===== config.mk =====
export PLATFORM = sky130hd
export DESIGN_NAME = pixel_frame_reader
export DESIGN_NICKNAME = d
export VERILOG_FILES = /design/src/rtl/pixel_frame_reader.sv
export SDC_FILE = /design/constraint.sdc
export NUM_CORES = 1
export LEC_CHECK = 0
export CORE_MARGIN = 2
export CORE_UTILIZATION = 50
export DETAILED_ROUTE_END_ITERATION = 8
export GPL_ROUTABILITY_DRIVEN = 0
export PLACE_DENSITY = 0.78
export SYNTH_ARGS = -nofsm -noshare
export SYNTH_HDL_FRONTEND = slang
export SYNTH_SLANG_ARGS = --single-unit

===== constraint.sdc =====
create_clock -name clk -period 6.4 [get_ports clk]
set_input_delay 1.6 -clock clk [delete_from_list [all_inputs] [get_ports clk]]
set_output_delay 1.6 -clock clk [all_outputs]
set_load 0.03 [all_outputs]

===== src/rtl/pixel_frame_reader.sv =====
// Pops pixels from a show-ahead FIFO and re-times them into a registered valid/ready stream
// tagged with sof/eol/eof and x/y coordinates. Optional stall counter: PIXEL_READER_STALL_CNT_EN.
module pixel_frame_reader #(
  parameter int unsigned DATA_W = 8,
  parameter int unsigned IMG_W  = 64,
  parameter int unsigned IMG_H  = 64,
  parameter int unsigned CNT_W  = 16
) (
  input  logic              clk,
  input  logic              rst,
  input  logic              start,
  input  logic              fifo_empty,
  input  logic [DATA_W-1:0] fifo_data,
  output logic              fifo_rd,
  output logic              out_valid,
  input  logic              out_ready,
  output logic [DATA_W-1:0] out_data,
  output logic              out_sof,
  output logic              out_eol,
  output logic              out_eof,
  output logic [CNT_W-1:0]  out_x,
  output logic [CNT_W-1:0]  out_y,
  output logic              busy,
  output logic              frame_done,
  output logic [CNT_W-1:0]  stall_cnt
);

  localparam logic [1:0] ST_IDLE = 2'd0;
  localparam logic [1:0] ST_RUN  = 2'd1;
  localparam logic [1:0] ST_DONE = 2'd2;

  localparam logic [CNT_W-1:0] X_LAST = CNT_W'(IMG_W - 1);
  localparam logic [CNT_W-1:0] Y_LAST = CNT_W'(IMG_H - 1);

  logic [1:0]       state;
  logic [CNT_W-1:0] x;
  logic [CNT_W-1:0] y;
  logic             eof_issued;
  logic             x_last;
  logic             y_last;
  logic             frame_start;
  logic             out_accept;

  assign x_last      = (x == X_LAST);
  assign y_last      = (y == Y_LAST);
  assign frame_start = (state == ST_IDLE) && start;
  assign out_accept  = out_valid && out_ready;

  // Pop only when the output register is free or being drained this cycle.
  assign fifo_rd    = (state == ST_RUN) && !fifo_empty && !eof_issued && (!out_valid || out_ready);
  assign busy       = (state == ST_RUN);
  assign frame_done = (state == ST_DONE);

  always_ff @(posedge clk or posedge rst) begin
    if (rst) begin
      state <= ST_IDLE;
    end else begin
      case (state)
        ST_IDLE: if (start) state <= ST_RUN;
        ST_RUN:  if (out_accept && out_eof) state <= ST_DONE;
        ST_DONE: state <= ST_IDLE;
        default: state <= ST_IDLE;
      endcase
    end
  end

  always_ff @(posedge clk or posedge rst) begin
    if (rst) begin
      x          <= '0;
      y          <= '0;
      eof_issued <= 1'b0;
    end else if (frame_start) begin
      x          <= '0;
      y          <= '0;
      eof_issued <= 1'b0;
    end else if (fifo_rd) begin
      // Counters freeze on the eof pixel; eof_issued blocks further pops.
      if (x_last && y_last) begin
        eof_issued <= 1'b1;
      end else if (x_last) begin
        x <= '0;
        y <= y + 1'b1;
      end else begin
        x <= x + 1'b1;
      end
    end
  end

  always_ff @(posedge clk or posedge rst) begin
    if (rst) begin
      out_valid <= 1'b0;
      out_data  <= '0;
      out_sof   <= 1'b0;
      out_eol   <= 1'b0;
      out_eof   <= 1'b0;
      out_x     <= '0;
      out_y     <= '0;
    end else if (fifo_rd) begin
      out_valid <= 1'b1;
      out_data  <= fifo_data;
      out_sof   <= (x == '0) && (y == '0);
      out_eol   <= x_last;
      out_eof   <= x_last && y_last;
      out_x     <= x;
      out_y     <= y;
    end else if (out_accept) begin
      out_valid <= 1'b0;
      out_sof   <= 1'b0;
      out_eol   <= 1'b0;
      out_eof   <= 1'b0;
    end
  end

`ifdef PIXEL_READER_STALL_CNT_EN
  logic stall_cond;

  assign stall_cond = (state == ST_RUN) && fifo_empty && !eof_issued &&
                      (!out_valid || out_ready);

  always_ff @(posedge clk or posedge rst) begin
    if (rst) begin
      stall_cnt <= '0;
    end else if (frame_start) begin
      stall_cnt <= '0;
    end else if (stall_cond && (stall_cnt != {CNT_W{1'b1}})) begin
      stall_cnt <= stall_cnt + 1'b1;
    end
  end
`else
  assign stall_cnt = '0;
`endif

endmodule


; ---- Word level (Yosys, flattened, before mapping)
; Cells that the tools add are included.
; Widths: inputs -> output; s select.
[word_totals]
register_bits = 79
elab_cells = 62
[classes]
addsub = 2
eq_ne = 7
mux = 19
n_reduce_logical = 23
[op_table]
columns = operator, n
row1 = $mux 16, 8
row2 = $add 16x1->16 const B, 2
row3 = $eq 16x6->1 const B, 2
row4 = $logic_not 16->1, 2
row5 = $logic_and 1x1->1, 8
row6 = $mux 1, 8
row7 = $reduce_bool 2->1, 4
row8 = $reduce_and 2->1, 3
row9 = $mux 2, 2
row10 = $ne 2x2->1 const B, 2
row11 = $pmux 2 s2, 1
row12 = $logic_not 1->1, 3
row13 = $reduce_and 3->1, 1
row14 = $eq 2x1->1 const B, 1
row15 = $eq 2x2->1 const B, 1
row16 = $logic_not 2->1, 1
row17 = $ne 2x1->1 const B, 1
row18 = $logic_or 1x1->1, 1

; ---- Logic depth before layout (Yosys ltp)
; Gate-level depths: netlist of run 1.
[depth]
ltp_word = 6
depth_mapped = 8
mapped_depth_nobuf = 6

; ---- Worst setup path before layout of run 1
; Ideal clock, no wire load.
[synth_timing]
path_type = input-to-output
from = in out_ready
to = out fifo_rd
arrival_ns = 2.779
slack_ns = 2.021
cell_stages = 6
n_path_buf = 3
cell_sequence = nand2b_1 or4b_1 buf_6 clkinv_4 buf_2 buf_2
[synth_between]
elab_chain_len = 2
[synth_rtl]
columns = element, line_no
row1 = "start, declared", 16  ; input logic out_ready,
row2 = $logic_or 1x1->1, 50  ; assign fifo_rd = (state == ST_RUN) && !fifo_empty && !eof_issued && (!out_valid || out_ready);
row3 = $logic_and 1x1->1, 50
row4 = "end, declared", 14  ; output logic fifo_rd,
; Every way passes these cells.

; ---- Worst setup path after layout of run 1
; Ends and elaborated chain as after synthesis.

==> results of run 1 <==
## cell type report
| class | instances | area share |
|---|---|---|
| Sequential cell | 79 | 0.4262 |
| Multi-Input combinational cell | 316 | 0.3569 |
| Timing Repair Buffer | 62 | 0.1322 |
| Clock buffer | 11 | 0.03264 |
| Tap cell | 99 | 0.02671 |
| Clock inverter | 5 | 0.01699 |
| Inverter | 9 | 0.008363 |
## stage by stage
stage               hold WS, ns    util
global route             0.5057  0.6327
floorplan                0.4437       -
global placement         0.4568  0.6013
finish                   0.4793  0.6327
CTS                      0.4827  0.6327
detailed placement       0.4619  0.6013
## sequential cells by signal (all words and copies together), names as in the netlist
register and flops:
out_data 8, state 2, out_eol 1, eof_issued 1, x 16, y 16
out_eof 1, out_y 16, out_valid 1, out_sof 1, out_x 16
## placed cells by master (no fill, tap or decap), drive strengths merged, types with 3 or more instances in the layout
| cell | Yosys | final |
|---|---|---|
| a211o | 4 | 4 |
| and3 | 8 | 8 |
| a21oi | 5 | 5 |
| nor2 | 24 | 24 |
| clkbuf | 9 | 11 |
| buf | 30 | 3 |
| nor4 | 12 | 12 |
| inv | 8 | 9 |
| xnor2 | 3 | 3 |
| ha | 4 | 4 |
| nand3 | 23 | 23 |
| a31oi | 3 | 3 |
| or4 | 4 | 4 |
| nand4 | 14 | 14 |
| o21ai | 18 | 18 |
| or3 | 3 | 3 |
| conb | 1 | 16 |
| and4 | 3 | 3 |
| o31ai | 5 | 5 |
| clkinv | 1 | 3 |
| nor3 | 6 | 6 |
| clkdlybuf4s50 | 0 | 59 |
| xor2 | 7 | 7 |
| dfrtp | 79 | 79 |
| nand2 | 130 | 130 |
| o211ai | 7 | 7 |
## tightest hold or removal path: cells and delay by family, from the launching register on
| family | cells | cell delay (ns) |
|---|---|---|
| and+or+nand+nor | 2 | 0.11 |
| DFF | 1 | 0.35 |
## path summary, 6_finish.rpt
path | start | to | slack [ns] | cells past startpoint
setup / recovery | out_ready | fifo_rd | 1.17 | 5
hold / removal | out_data[2] | out_data[2] | 0.48 | 2
setup reg to reg | state[1] | x[9] | 3.54 | 7
hold reg to reg | out_data[2] | out_data[2] | 0.48 | 2
max in group asynchronous | rst | y[13] | 3.91 | 3
min in group asynchronous | rst | out_data[7] | 1.88 | 3
## where the power goes
part,total (mW),internal [mW],leakage (nW),switching (mW)
Clock,0.423,0.241,0.120,0.182
Sequential,0.620,0.559,1.06,0.0606
Combinational,0.374,0.134,0.983,0.240
Total,1.42,0.934,2.16,0.483
## cell families (layout without fill, tap and decap cells)
family,count (synthesis),after routing,share of synthesized area
adders and majority gates,4,4,0.01302
muxes,1,1,0.002603
xor gates and xnor gates,10,10,0.02278
AOI/OAI and AO/OA,49,49,0.08461
DFF,79,79,0.5142
and+or+nand+nor,236,236,0.2919
buffers and inverters,48,87,0.06996
other,1,16,0.0009753
## routing by layer
metal	up-vias	routed length [um]	GRT usage
met5	-	0	0
met4	0	102	0.08209
met3	7	450	0.03944
met2	93	3954	0.3297
met1	1524	3986	0.3108
li1	1533	-	-
==> results.md, run 1 <==
* Post-synth EDFFs at 0
* Commonest cells post-synth: nand2_1, dfrtp_1, nor2_1
* Crit path capture type: output pin
* Vias at 3,157
* Syn avg cell area at 8.984 sq um
* Iter 0 DRT Violations at 283
* Worst-Skew Late Latency at 0.35 ns
* Vias in the first global route at 3,050
* Fin Setup TNS at 0 ns
* Total power at 1.417 mW
* Cts bufs inserted at 9
* Post-Route WL at 8493 um
* Cell row count at 31
* Clk_skew at 0.007257 ns
* Power Dens Cells at 305.6 nW/um^2
* Post-Syn Area at 3845 sq um
* I/O Buffers at 59
* Maximum VDD drop at 0.0001539 V
* Average wire per standard cell at 14.62 um
* Status: finished, final reports clean
* Fillers at 603
* DIE WIDTH at 91.69 um
* H-tree depth at 3
* Initial antenna violation count at 0
* Drt drc at 0
* Most frequent CP cell: clkdlybuf4s50_1
* Slew headroom at 0.3495
* DRT antenna net count at 0
* Sink Count at 79
* Synth async-reset ratio at 1.000
* Dpl cells at 565
* Final nets at 494
* Crit Path Max Fanout at 3
* Worst setup SP type: input pin
* Crit share post-route at 0.8178
* Min Tclk post-route at 5.234 ns
* Placed Area at 4408 sq um
* Final hold vios at 0
* Core footprint at 7331 sq um
* FF+latch count, synth at 79
* Die height at 91.69 um
* Synth warn at 0
* Worst EP required at 4.80 ns
* Leak at 2.159 nW
* Post-DR vias/cell at 5.434
* Post-CTS Hold Buffers at 0
* Max incr delay on CP at 0.66 ns
* Final slew viol count at 0
* Clock transition at the registers of the reported paths at 0.08 ns
* Setup bufs post-CTS at 0
* Yosys top cell by area: dfrtp_1
* Tightest Hold Check Type: register to register
* Top cell type's share of synthesized area at 0.5142
* TritonCTS clock tree: built
* Root Buffer: clkbuf_8
* Share of layout cells above drive strength 1 at 0.06017
* Syn Inst Count at 428
* Crit-path cells: clkdlybuf4s50_1 -> nand2b_1 -> or4b_2 -> clkinv_4 -> clkdlybuf4s50_1
* DRT Pass-1 Iters at 4
* Sequential fraction of the synthesis area at 0.5142
* CTS max path bufs at 2
* Synth top area cells: dfrtp_1, nand2_1, buf_4
* Multi-input logic area at 1655 sq um
* Synth unique cells at 45
* Final WS setup at 1.166 ns
* First-pass GRT wire length at 14,750 um
* Final Non-Filler Cells at 581
* Post-Place Worst Slack at 1.184 ns
* Top Ports at 76
* Starting Density at 0.5245
* # diodes at 0
* RSZ-0062 raised after global routing: no
* Top-count cell post-synth: nand2_1
* Final-report setup violation count at 0
* DP HPWL at 5455 um
* Crit Path Category: input pin to output pin
* Grt total ovfl at 0
* Arrival @ worst endpoint at 3.63 ns
* Maxcap violations at 0
* Buf/Inv on CP at 3
* Die area at 8407 sq um
* Ys flop type: dfrtp_1
* Max Fclk at 0.1911 GHz
* Area Overhead vs Synth at 20.63%
* Total GRT Usage at 0.2166
* Post-cts resize count at 0
* Fin area at 4638 sq um
* Worst-margin pin slew at 0.9758 ns
* Cell family with most CP delay: buffers and inverters
* Worst path slowest cell: or4b_2
* Register area at 1977 sq um
* Largest net degree at the start of global routing at 80
Note: power is estimated with default switching activity, not from simulation.
==> run 2: changes to the inputs <==
==> constraint.sdc (replaced) <==
create_clock -name clk -period 4.99 [get_ports clk]
set_input_delay 1.2475 -clock clk [delete_from_list [all_inputs] [get_ports clk]]
set_output_delay 1.2475 -clock clk [all_outputs]
set_load 0.03 [all_outputs]
==> run 2 against run 1 <==
  * Sequential power grew 29%
  * Setup slack lost 0.35 ns
  * Combinational power grew 28%
  * Critical path type unchanged
  * Worst hold slack lost 0.0036 ns
  * Largest power group unchanged
  * Critical endpoint unchanged
  * Power grew 24%
  * Final cell count shrank 0.17%
  * Sequential share of layout area grew 0.32 points
  * Clock skew grew 0.0037 ns
  * Register-to-register slack lost 1.3 ns
  * Global-route usage shrank 0.61 points
  * Critical path depth is the same
==> results.md, run 2 (synthesis gave the netlist of run 1 again) <==
* Grt total ovfl at 0 (unchanged)
* FF-to-FF End: x[9] (unchanged)
* Min Tclk post-route at 4.173 ns
* Crit path capture type: output pin (unchanged)
* Cell family with most CP delay: buffers and inverters (unchanged)
* R2r setup slk at 2.24 ns (was 3.54 ns)
* Crit share post-route at 0.8362
* Vias in the first global route at 3,020 (was 3,050)
* Setup bufs post-CTS at 0 (unchanged)
* Sink Count at 79 (unchanged)
* Vias at 3,233 (was 3,157)
* Starting Density at 0.5245 (unchanged)
* RSZ-0062 raised after global routing: no (unchanged)
* Power Dens Cells at 380.5 nW/um^2 (was 305.6 nW/um^2)
* Hold_sp: out_data[4] (was out_data[2])
* DRT Pass-1 Iters at 6 (was 4)
* Slew headroom at 0.3456 (was 0.3495)
* Area Overhead vs Synth at 19.72% (was 20.63%)
* TritonCTS clock tree: built (unchanged)
* DRT antenna net count at 0 (unchanged)
* Hold path cells at 2 (unchanged)
* Worst EP required at 3.74 ns (was 4.80 ns)
* Core footprint at 7331 sq um (unchanged)
* Worst-Skew Late Latency at 0.35 ns (about the same)
* Psw at 607.6 uW (was 483.1 uW)
* Crit-path cells: clkdlybuf4s50_1 -> nand2b_1 -> or4b_2 -> clkinv_4 -> buf_4 (was clkdlybuf4s50_1 -> nand2b_1 -> or4b_2 -> clkinv_4 -> clkdlybuf4s50_1)
* Total GRT Usage at 0.2104 (was 0.2166)
* Crit Path Max Fanout at 26 (was 3)
* # diodes at 0 (unchanged)
* Clock power share at 0.272 (was 0.299)
* Largest net degree at the start of global routing at 80 (unchanged)
* Arrival @ worst endpoint at 2.93 ns (was 3.63 ns)
* Iter 0 DRT Violations at 279 (was 283)
* Tightest Hold Check Type: register to register (unchanged)
* Cell row count at 31 (unchanged)
* Net switching fraction of the power at 0.3469 (was 0.3408)
* Post-CTS Hold Buffers at 0 (unchanged)
* First-pass GRT wire length at 14,410 um (was 14,750 um)
* Crit Path Category: input pin to output pin (unchanged)
* I/O Buffers at 59 (unchanged)
* Cts bufs inserted at 9 (unchanged)
* Post-DR vias/cell at 5.574 (was 5.434)
* Maxcap violations at 0 (unchanged)
* Final slew viol count at 0 (unchanged)
* Die height at 91.69 um (unchanged)
* Worst setup SP type: input pin (unchanged)
* Die area at 8407 sq um (unchanged)
* Final-report setup violation count at 0 (unchanged)
* Leak at 2.139 nW (was 2.159 nW)
* DIE WIDTH at 91.69 um (unchanged)
* Clock transition at the registers of the reported paths at 0.08 ns (about the same)
* Top Ports at 76 (unchanged)
* Maximum VDD drop at 0.0001430 V (was 0.0001539 V)
* R2R depth at 7 (unchanged)
* Root Buffer: clkbuf_8 (unchanged)
* Fin Setup TNS at 0 ns (unchanged)
* Share of layout cells above drive strength 1 at 0.05821 (was 0.06017)
* Post-Route WL at 8473 um (was 8493 um)
* Average wire per standard cell at 14.61 um (was 14.62 um)
* Worst-margin pin slew at 0.9816 ns (was 0.9758 ns)
* Commonest cells after routing, fill and taps aside: nand2_1, dfrtp_1, clkdlybuf4s50_1 (unchanged)
* DP HPWL at 5622 um (was 5455 um)
* Min Hold Slack at 0.4756 ns (was 0.4793 ns)
* Status: finished, final reports clean (unchanged)
* WHS Endpoint: out_data[4] (was out_data[2])
* Comb power frac at 0.273 (was 0.264)
* Max Fclk at 0.2396 GHz
* Final nets at 494 (unchanged)
* CTS max path bufs at 2 (unchanged)
* H-tree depth at 3 (unchanged)
* Post-cts resize count at 0 (unchanged)
* Most common cell after layout, fill and taps aside: nand2_1 (unchanged)
* Drt drc at 0 (unchanged)
* Max incr delay on CP at 0.65 ns (was 0.66 ns)
* Reg2reg start: state[1] (unchanged)
* Buf/Inv on CP at 3 (unchanged)
* Internal power at 1.144 mW (was 934.3 uW)
* Final hold vios at 0 (unchanged)
* Initial antenna violation count at 0 (unchanged)
* Clk_skew at 0.01091 ns (was 0.007257 ns)
* Reg power frac at 0.456 (was 0.437)
* Worst path slowest cell: or4b_2 (unchanged)
## run 2: stage by stage
stage	area (sq um)	instances	worst slack [ns]	utilization	power, mW
2_1_floorplan	3901	443	1.316	-	1.125
3_3_place_gp	4405	565	0.8275	0.6010	1.277
3_5_place_dp	4405	565	0.8225	0.6010	1.289
4_1_cts	4603	580	0.8137	0.6279	1.763
5_1_grt	4603	580	0.7553	0.6279	1.847
6_report	4603	580	0.8171	0.6279	1.751
## run 2: cell type report
type                            count  area (sq um)
Clock buffer                       12         155.1
Clock inverter                      3         42.54
Fill cell                         623          2728
Inverter                            9         38.79
Multi-Input combinational cell    316          1655
Sequential cell                    79          1977
Tap cell                           99         123.9
Timing Repair Buffer               62         610.6
## run 2: how the worst max path moves through the flow
stage / cells after the start / slack, ns / startpoint / to
after floorplan: 6 / 1.32 / out_ready / fifo_rd
after global placement: 5 / 0.83 / out_ready / fifo_rd
after detailed placement: 5 / 0.82 / out_ready / fifo_rd
after CTS: 5 / 0.81 / out_ready / fifo_rd
after global routing: 5 / 0.76 / out_ready / fifo_rd
final: 5 / 0.82 / out_ready / fifo_rd
## run 2: power by group through the flow
stage               Clock (mW)  Combinational (mW)  Sequential (mW)
floorplan                    0               0.246            0.880
global placement             0               0.472            0.805
detailed placement           0               0.480            0.808
CTS                      0.487               0.482            0.795
global route             0.520               0.519            0.809
finish                   0.476               0.478            0.798
## run 2: layer usage
layer	share of wire	routed length (um)	track usage
met1	0.46	3869	0.2986
met3	0.056	475	0.04355
met5	0	0	0
met2	0.48	4033	0.3260
met4	0.011	94	0.06841
## run 2: tightest hold or removal path, delay by kind of cell, from the launching register on
kind	cells	cell delay, ns
DFF	1	0.34
and+or+nand+nor	2	0.11
==> run 3: changes to the inputs <==
--- a/config.mk
+++ b/config.mk
@@ -6,10 +6,10 @@
 export NUM_CORES = 1
 export LEC_CHECK = 0
 export CORE_MARGIN = 2
-export CORE_UTILIZATION = 50
+export CORE_UTILIZATION = 47
 export DETAILED_ROUTE_END_ITERATION = 8
 export GPL_ROUTABILITY_DRIVEN = 0
-export PLACE_DENSITY = 0.78
+export PLACE_DENSITY = 0.77
 export SYNTH_ARGS = -nofsm -noshare
 export SYNTH_HDL_FRONTEND = slang
 export SYNTH_SLANG_ARGS = --single-unit
==> constraint.sdc (replaced) <==
create_clock -name clk -period 3.4 [get_ports clk]
set_input_delay 0.85 -clock clk [delete_from_list [all_inputs] [get_ports clk]]
set_output_delay 0.85 -clock clk [all_outputs]
set_load 0.03 [all_outputs]
==> run 3 against run 2 <==
  * Via count fell by 1.4%
  * Setup slack got worse by 0.64 ns
  * Die area grew 6.1%
  * Register-to-register slack worse by 1.3 ns
  * Critical path type unchanged
==> results.md, run 3 (synthesis gave the netlist of run 1 again) <==
* Worst path slowest cell: or4b_2 (unchanged)
* H-tree depth at 3 (unchanged)
* Crit Path Max Fanout at 3 (was 26)
* Max incr delay on CP at 0.65 ns (about the same)
* Crit share post-route at 0.9484
* Post-CTS Hold Buffers at 0 (unchanged)
* Most common cell after layout, fill and taps aside: nand2_1 (unchanged)
* Cts bufs inserted at 9 (unchanged)
* First-pass GRT wire length at 15,050 um (was 14,410 um)
* Slew headroom at 0.5155 (was 0.3456)
* Clock transition at the registers of the reported paths at 0.07 ns (was 0.08 ns)
* Iter 0 DRT Violations at 258 (was 279)
* Commonest cells after routing, fill and taps aside: nand2_1, dfrtp_1, clkdlybuf4s50_1 (unchanged)
* RSZ-0062 raised after global routing: no (unchanged)
* Status: finished, final reports clean (unchanged)
* Fin util at 0.6003 (was 0.6279)
* Tightest Hold Check Type: register to register (unchanged)
* Worst-margin pin slew at 0.7268 ns (was 0.9816 ns)
* Crit path capture type: output pin (unchanged)
* DIE WIDTH at 94.45 um (was 91.69 um)
* # diodes at 0 (unchanged)
* Crit Path Category: input pin to output pin (unchanged)
* Post-cts resize count at 0 (unchanged)
* Max Fclk at 0.3101 GHz
* Initial antenna violation count at 0 (unchanged)
* Post-Place Worst Slack at 0.08725 ns (was 0.8225 ns)
* Drt drc at 0 (unchanged)
* Buf/Inv on CP at 3 (unchanged)
* Leak at 2.182 nW (was 2.139 nW)
* I/O Buffers at 59 (unchanged)
* Cell family with most CP delay: simple AND/OR/NAND/NOR gates (was buffers and inverters)
* Die area at 8920 sq um (was 8407 sq um)
* Fin Setup TNS at 0 ns (unchanged)
* Root Buffer: clkbuf_8 (unchanged)
* Arrival @ worst endpoint at 2.37 ns (was 2.93 ns)
* Area Overhead vs Synth at 21.90% (was 19.72%)
* Cell row count at 32 (was 31)
* Post-DR vias/cell at 5.440 (was 5.574)
* Setup bufs post-CTS at 0 (unchanged)
* Min Hold Slack at 0.4754 ns (was 0.4756 ns)
* Register area at 1977 sq um (unchanged)
* Sink Count at 79 (unchanged)
* Worst setup SP type: input pin (unchanged)
* Crit-path cells: clkdlybuf4s50_1 -> nand2b_1 -> or4b_2 -> clkinv_4 -> buf_4 (unchanged)
* Die height at 94.45 um (was 91.69 um)
* Top Ports at 76 (unchanged)
* Total GRT Usage at 0.2159 (was 0.2104)
* Fillers at 698 (was 623)
* Final nets at 497 (was 494)
* DRT Pass-1 Iters at 4 (was 6)
* Clk_skew at 0.004893 ns (was 0.01091 ns)
* Largest net degree at the start of global routing at 80 (unchanged)
* Maximum VDD drop at 0.0002303 V (was 0.0001430 V)
* Worst-Skew Late Latency at 0.35 ns (about the same)
* Share of layout cells above drive strength 1 at 0.06612 (was 0.05821)
* Vias in the first global route at 3,199 (was 3,020)
* Post-Route WL at 8575 um (was 8473 um)
* Worst EP required at 2.55 ns (was 3.74 ns)
* Vias at 3,188 (was 3,233)
* Final WS setup at 0.1753 ns (was 0.8171 ns)
* Starting Density at 0.4925 (was 0.5245)
* Min Tclk post-route at 3.225 ns
* DP HPWL at 5684 um (was 5622 um)
* Core footprint at 7807 sq um (was 7331 sq um)
* Multi-input logic area at 1655 sq um (unchanged)
* Grt total ovfl at 0 (unchanged)
* Final-report setup violation count at 0 (unchanged)
* DRT antenna net count at 0 (unchanged)
* Average wire per standard cell at 14.63 um (was 14.61 um)
* CTS max path bufs at 2 (unchanged)
* Final hold vios at 0 (unchanged)
* Power Dens Cells at 571.9 nW/um^2 (was 380.5 nW/um^2)
* Final slew viol count at 0 (unchanged)
* TritonCTS clock tree: built (unchanged)
* Maxcap violations at 0 (unchanged)
[run 3: cell count changes in the layout (fill, tap and decap cells not counted), sizes merged]
cell      before  now
clkinvlp       1    0
buf            4    7
bufinv         1    2
[run 3: area by class of cell]
cell class	instances	share of cell area
clock buffer	12	0.03524
clock inverter	3	0.01388
inverter	9	0.008275
multi-input combinational	316	0.3532
sequential	79	0.4218
tap	102	0.02723
timing repair buffer	65	0.1404
[run 3: report_power, final]
group | switching (mW) | internal, mW | leakage [nW] | total, mW
combinational | 0.456 | 0.266 | 1.01 | 0.722
clock | 0.324 | 0.468 | 0.118 | 0.792
sequential | 0.113 | 1.05 | 1.06 | 1.17
[run 3: routing by layer]
metal / GRT usage / share of wire
met1: 0.2773 / 0.44
met4: 0.08696 / 0.020
met2: 0.3565 / 0.48
met5: 0 / 0
met3: 0.04709 / 0.055
[run 3: final timing paths]
kind / startpoint / endpoint / slack, ns / depth (start not counted)
max: out_ready / fifo_rd / 0.18 / 5
min: out_x[14] / out_x[14] / 0.48 / 2
max reg2reg: x[0] / x[7] / 0.94 / 6
min reg2reg: out_x[14] / out_x[14] / 0.48 / 2
max in group asynchronous: rst / y[13] / 2.17 / 3
min in group asynchronous: rst / out_data[7] / 0.91 / 3
[run 3: per-stage QoR]
stage                     power [mW]  instances  instance area [sq um]
after floorplan                1.652        443                   3901
after global placement         1.895        571                   4457
after detailed placement       1.911        571                   4457
after CTS                      2.711        586                   4687
after global routing           2.841        586                   4687
final                          2.681        586                   4687
[run 3: worst reg2reg max path: stages (launching register included)]
cell	delay (ns)
dfrtp_1	0.44
ha_1	0.25
and3_1	0.23
and4_1	0.69
nor2_1	0.25
and3_1	0.23
a211o_1	0.26
